--- src/rtl/booth_mult_pkg.sv ---
// Shared types for the radix-4 Booth multiplier: FSM states, Booth digits and
// the 3-bit window recoder.
package booth_mult_pkg;

    typedef enum logic [1:0] {
        IDLE = 2'd0,
        CALC = 2'd1,
        DONE = 2'd2
    } state_e;

    typedef enum logic [2:0] {
        ZERO = 3'd0,
        POS1 = 3'd1,
        POS2 = 3'd2,
        NEG1 = 3'd3,
        NEG2 = 3'd4
    } booth_digit_e;

    // Window is {b[2i+1], b[2i], b[2i-1]}.
    function automatic booth_digit_e booth_recode(input logic [2:0] i_win);
        booth_digit_e digit;
        case (i_win)
            3'b001, 3'b010: digit = POS1;
            3'b011:         digit = POS2;
            3'b100:         digit = NEG2;
            3'b101, 3'b110: digit = NEG1;
            default:        digit = ZERO;
        endcase
        return digit;
    endfunction

endpackage

--- src/rtl/booth_r4_encoder.sv ---
// Combinational radix-4 Booth partial-product selector: picks 0, +-A or +-2A
// from the extended multiplicand according to the recoded window.
module booth_r4_encoder
    import booth_mult_pkg::*;
#(
    parameter int unsigned WIDTH = 32
) (
    input  logic [2:0]       i_window,
    input  logic [WIDTH+1:0] i_mcand,
    output logic [WIDTH+2:0] o_pp_c
);

    localparam int unsigned PPW = WIDTH + 3;

    booth_digit_e   w_digit;
    logic [PPW-1:0] w_a1;
    logic [PPW-1:0] w_a2;

    assign w_digit = booth_recode(i_window);
    assign w_a1    = {i_mcand[WIDTH+1], i_mcand};
    assign w_a2    = {i_mcand, 1'b0};

    always_comb begin
        o_pp_c = '0;
        case (w_digit)
            POS1:    o_pp_c = w_a1;
            POS2:    o_pp_c = w_a2;
            NEG1:    o_pp_c = PPW'(~w_a1 + PPW'(1));
            NEG2:    o_pp_c = PPW'(~w_a2 + PPW'(1));
            default: o_pp_c = '0;
        endcase
    end

endmodule

--- src/rtl/booth_r4_seq_multiplier.sv ---
// Sequential radix-4 Booth multiplier with valid/ready handshakes and
// per-operation signed/unsigned mode. Optional macro: BOOTH_ZERO_SKIP_EN.
module booth_r4_seq_multiplier
    import booth_mult_pkg::*;
#(
    parameter int unsigned WIDTH = 32
) (
    input  logic                 clk,
    input  logic                 rst_n,
    input  logic                 in_valid,
    output logic                 in_ready,
    input  logic                 is_signed,
    input  logic [WIDTH-1:0]     a,
    input  logic [WIDTH-1:0]     b,
    output logic                 out_valid,
    input  logic                 out_ready,
    output logic [2*WIDTH-1:0]   product,
    output logic                 busy
);

    localparam int unsigned ITER  = WIDTH / 2 + 1;
    localparam int unsigned EW    = WIDTH + 2;
    localparam int unsigned PPW   = WIDTH + 3;
    localparam int unsigned ACC_W = 2 * WIDTH + 4;
    localparam int unsigned CNT_W = $clog2(ITER + 1);

    state_e             r_state;
    logic [EW-1:0]      r_mcand;
    logic [EW:0]        r_mplier;
    logic [ACC_W-1:0]   r_acc;
    logic [CNT_W-1:0]   r_cnt;

    logic [EW-1:0]      w_a_ext;
    logic [EW-1:0]      w_b_ext;
    logic [PPW-1:0]     w_pp;
    logic [ACC_W-1:0]   w_pp_ext;
    logic [ACC_W-1:0]   w_acc_next;
    logic [CNT_W-1:0]   w_cnt_init;
    logic               w_last;

    assign w_a_ext = is_signed ? {{2{a[WIDTH-1]}}, a} : {2'b00, a};
    assign w_b_ext = is_signed ? {{2{b[WIDTH-1]}}, b} : {2'b00, b};

    booth_r4_encoder #(.WIDTH(WIDTH)) u_enc (
        .i_window (r_mplier[2:0]),
        .i_mcand  (r_mcand),
        .o_pp_c   (w_pp)
    );

    // Partial product weighted by 4^i, added into the two's-complement accumulator.
    assign w_pp_ext   = {{(ACC_W-PPW){w_pp[PPW-1]}}, w_pp};
    assign w_acc_next = r_acc + (w_pp_ext << {r_cnt, 1'b0});
    assign w_last     = (r_cnt == CNT_W'(ITER - 1));

`ifdef BOOTH_ZERO_SKIP_EN
    // A zero operand yields only zero partial products, so one step suffices.
    assign w_cnt_init = (a == '0 || b == '0) ? CNT_W'(ITER - 1) : '0;
`else
    assign w_cnt_init = '0;
`endif

    always_ff @(posedge clk or negedge rst_n) begin
        if (!rst_n) begin
            r_state   <= IDLE;
            r_mcand   <= '0;
            r_mplier  <= '0;
            r_acc     <= '0;
            r_cnt     <= '0;
            in_ready  <= 1'b1;
            out_valid <= 1'b0;
            busy      <= 1'b0;
            product   <= '0;
        end else begin
            case (r_state)
                IDLE: begin
                    if (in_valid && in_ready) begin
                        r_mcand  <= w_a_ext;
                        r_mplier <= {w_b_ext, 1'b0};
                        r_acc    <= '0;
                        r_cnt    <= w_cnt_init;
                        in_ready <= 1'b0;
                        busy     <= 1'b1;
                        r_state  <= CALC;
                    end
                end
                CALC: begin
                    r_acc    <= w_acc_next;
                    r_mplier <= {{2{r_mplier[EW]}}, r_mplier[EW:2]};
                    r_cnt    <= r_cnt + CNT_W'(1);
                    if (w_last) begin
                        product   <= w_acc_next[2*WIDTH-1:0];
                        out_valid <= 1'b1;
                        r_state   <= DONE;
                    end
                end
                DONE: begin
                    if (out_ready) begin
                        out_valid <= 1'b0;
                        busy      <= 1'b0;
                        in_ready  <= 1'b1;
                        r_state   <= IDLE;
                    end
                end
                default: r_state <= IDLE;
            endcase
        end
    end

endmodule

--- config.mk ---
export PLATFORM = sky130hd
export DESIGN_NAME = booth_r4_seq_multiplier
export DESIGN_NICKNAME = d
export VERILOG_FILES = /design/src/rtl/booth_mult_pkg.sv /design/src/rtl/booth_r4_encoder.sv /design/src/rtl/booth_r4_seq_multiplier.sv
export SDC_FILE = /design/constraint.sdc
export NUM_CORES = 1
export LEC_CHECK = 0
export CAP_MARGIN = 30
export CORE_MARGIN = 2
export CORE_UTILIZATION = 50
export CTS_CLUSTER_SIZE = 10
export DETAILED_ROUTE_END_ITERATION = 10
export PLACE_DENSITY = 0.7
export SYNTH_ARGS = -nofsm -noshare
export SYNTH_HDL_FRONTEND = slang
export SYNTH_SLANG_ARGS = --single-unit
--- constraint.sdc ---
create_clock -name clk -period 8.6 [get_ports clk]
set_input_delay 1.72 -clock clk [delete_from_list [all_inputs] [get_ports clk]]
set_output_delay 1.72 -clock clk [all_outputs]
set_load 0.01 [all_outputs]
==> results.md <==
- Outcome: finished, final reports clean
- Length of the first detailed-routing pass in iterations: 5
- All-Layer GR Usage: 0.317
- Worst reg2reg path endpoint: r_acc[47]
- CTS clk-pin slew, worst paths: 60 ps
- Routed vias/inst: between 6 and 7
- Detailed-route DRC error count: 0
- Distinct cell type count of the synthesized netlist: 90
- Core Box Area: 0.0317 mm2
- Root buffer cell: clkbuf_16
- Die outline width: 184 um
- Post-synthesis instance area: approximately 0.016 mm2
- Library cell occupying the most area in the post-synthesis netlist: dfrtp_1
- Number of register bits inferred by synthesis: ~210
- Sequential fraction of the synthesis area: 0.318
- Worst reg2reg path depth: 22
- Number of design-rule violations left by the first detailed-router iteration: 1,819
- Fraction of layout cells with a size suffix above 1: 0.0648
- Post-route clock period utilization: 0.871
- CP startpoint kind: flip-flop
- Critical path class: flip-flop to flip-flop
- Relative slew slack: 0.321
- Max VDD drop: 0.139 mV
- Area occupied by multi-input gates: 0.0103 mm2
- Arr. time, crit path: 7920 ps
- TritonCTS clock tree: built
- Slew at the pin closest to its max-slew limit: 1020 ps
- Lkg Pwr: approximately 0.0083 uW
- Wirelength per Cell: 21.6 um
- Number of buffers added by the clock tree synthesis step: 25
- Origin of the critical flop-to-flop path: r_mcand[0]
- Vias in the first global route: 15,000
- Layout overhead on the synthesized area: 13.7%
- Synth Net Count: 2,191
- Global-route wire length before repair: 85.1 mm
- Top-Level Pins: 136
- EDFF count, synth: 0
- Yosys top cell area share: 0.317
- Buffers inserted by post-CTS timing repair: 0
- Launching element of the worst setup path: r_mcand[0]
- Yosys warning count: 0
- Maximum clock skew at final layout: 27.1 ps
- Fin. Hold Viols: 0
- Total die area: roughly 0.034 mm2
- Routed Wire Length: between 50 and 60 mm
- Final min period: roughly 7500 ps
- Number of antenna violations at the first check in global routing: 0
- RSZ-0062 raised after global routing: no
- Place WS: 1400 ps
- Kind of end point of the critical path: flip-flop
- Initial cell density of the core: 0.511
- # Max-Cap Violations: 0
- Ys async rst share: 1.00
- Required time reported for the critical path endpoint: ~9000 ps
- Number of standard-cell rows in the floorplan: 65
- Largest cells by area after synthesis: dfrtp_1, o21ai_0, nand2_1
- Remaining number of nets flagged by the antenna check after routing: 0
- Maximum buffer depth of the clock tree: 3
- Cell Pwr Density: 107 mW/mm2
- Net count reported at finish: between 2,000 and 2,500
- Post-synthesis instance total: 2,055
- Crit-path max FO: 11
- Sequential cell area: 0.00516 mm2
- RePlAce Congestion: approximately 1
- Setup slack of the most critical reg-to-reg path: roughly 1100 ps
- Port Buf Inserts: 135
- Tightest Hold Check Type: flip-flop to flip-flop
- Total number of clock tree sinks: 206
- Clock network latency to the later pin of the worst-skew pair: 550 ps
- Worst hold slack across all endpoints: 473 ps
- CTS H-Tree Depth: 1
- Overall die height: 184 um
- Final max-slew violation count: 0
- GRT Residual Overflow: 0
- Post-DP Area: 0.0177 mm2
- Detailed placement HPWL: around 40 mm
- Post-Syn Area per Cell: a little under 8 um2
- Vias: 16,200
- Worst setup path end: r_acc[47]
- Hold bufs inserted after CTS: 0
- Top flip-flop cell by instance count after synthesis: dfrtp_1
- Final count of negative-setup-slack endpoints: 0
- Number of instances resized during post-cts repair: 0
- Post-layout instance area: roughly 0.018 mm2
- Sum Neg Setup Slack: 0 ps
- Fill cell total of the finished layout: 2,962
- Achievable clock frequency: about 130 MHz
- Post-route worst setup slack: 1110 ps
- Pin count of the biggest net entering global routing: approximately 110
[Yosys cell counts, types with 7 or more instances]
cell and instances:
clkbuf_1 138, xnor2_1 42, o211a_1 7, nand4_1 24, and2_1 18, a221oi_1 10, and3_1 10, or3_1 17
mux2_2 17, inv_1 42, a22o_1 8, dfrtp_1 205, o41ai_1 7, a21oi_1 123, nor3_1 26, o21a_1 11
a31o_2 9, o221ai_1 7, o31a_1 8, mux2i_1 38, nor4_1 24, o21ai_0 216, or4_1 9, nor2b_1 14
nand2_1 274, ha_1 66, a41oi_1 7, buf_1 15, a21o_1 44, a22oi_1 15, xor2_1 33, nand3_1 83
nand2b_1 12, a211oi_1 23, mux4_2 14, or2_2 7, nor2_1 199, o22ai_1 46, a31oi_1 15, o31ai_1 20
o211ai_1 20, o21bai_1 14
[registers in the layout, summed over array words and instances, names as in the netlist]
| name | cells |
|---|---|
| product | 64 |
| r_acc | 64 |
| r_mplier | 35 |
| r_mcand | 33 |
| r_cnt | 5 |
| r_state | 2 |
| busy | 1 |
| in_ready | 1 |
| out_valid | 1 |
[stage by stage]
stage | util | cells | power (uW)
floorplan | - | 2055 | 988
global placement | 0.558 | 2461 | 1040
detailed placement | 0.558 | 2462 | 1040
CTS | 0.581 | 2501 | 2010
global route | 0.581 | 2501 | 2050
finish | 0.581 | 2502 | 1980
[how the worst min path moves through the flow]
| stage | start | end | cells after the start |
|---|---|---|---|
| 6_report | product[16] | product[16] | 2 |
| 3_3_place_gp | r_mplier[34] | r_mplier[34] | 2 |
| 4_1_cts | r_mplier[34] | r_mplier[34] | 2 |
| 5_1_grt | product[19] | product[19] | 2 |
| 2_1_floorplan | r_mplier[34] | r_mplier[34] | 2 |
| 3_5_place_dp | r_mplier[34] | r_mplier[34] | 2 |
[layout make-up]
class | instances | area share
antenna | 1 | 0.000136
clock buffer | 37 | 0.0380
clock inverter | 2 | 0.000747
inverter | 45 | 0.00917
multi-input combinational | 1642 | 0.558
sequential | 206 | 0.280
tap | 402 | 0.0273
timing repair buffer | 167 | 0.0871
[worst max-delay path, cell delays in order, from the launching register on]
cell	delay, ps
dfrtp_1	480
inv_1	140
ha_1	230
or3b_2	610
nor4_1	330
xnor2_1	210
a221oi_1	630
inv_1	80
mux4_2	570
mux2i_1	570
nor2_1	130
ha_1	410
nand3_1	160
nor3_1	200
a2111oi_0	120
buf_4	170
or4b_2	630
a211o_1	360
a21oi_1	290
o21ai_0	340
a21oi_1	290
o21ai_0	160
a32o_1	270
[routing by layer]
metal,vias to the layer above,GRT usage,part of all wire
met5,-,0,0
met2,744,0.478,0.43
met1,7722,0.470,0.46
li1,7593,-,-
met4,0,0.0742,0.022
met3,95,0.0600,0.090
[cells in the final DEF, fill, tap and decap left out, types with 11 or more instances in the layout]
cell type	count
nand2_1	273
o21ai_0	216
dfrtp_1	205
nor2_1	198
clkdlybuf4s50_1	134
a21oi_1	123
nand3_1	83
ha_1	66
o22ai_1	46
a21o_1	44
inv_1	42
xnor2_1	42
mux2i_1	38
xor2_1	33
buf_4	31
nor3_1	26
clkbuf_16	25
nor4_1	24
nand4_1	24
a211oi_1	23
o31ai_1	20
o211ai_1	20
and2_1	18
or3_1	17
mux2_2	17
a22oi_1	15
a31oi_1	15
nor2b_1	14
mux4_2	14
o21bai_1	14
o21a_1	11
nand2b_1	11
[power breakdown]
| part | leakage (uW) | switching (uW) | internal (uW) |
|---|---|---|---|
| registers | 0.00251 | 0 | 970 |
| clock network | 0.000349 | 404 | 554 |
| logic | 0.00539 | 24.3 | 28.5 |
| total | 0.00825 | 428 | 1550 |
[cells by family after synthesis]
family / count (synthesis) / synth area share
AO/OA/AOI/OAI: 681 / 0.270
buffers and inverters: 207 / 0.0496
adder cells (fa/ha/maj): 67 / 0.0522
multiplexers: 69 / 0.0547
XOR/XNOR: 75 / 0.0405
AND/OR/NAND/NOR: 750 / 0.214
flip-flops: 206 / 0.318
Power figures use the tool's default switching activity.
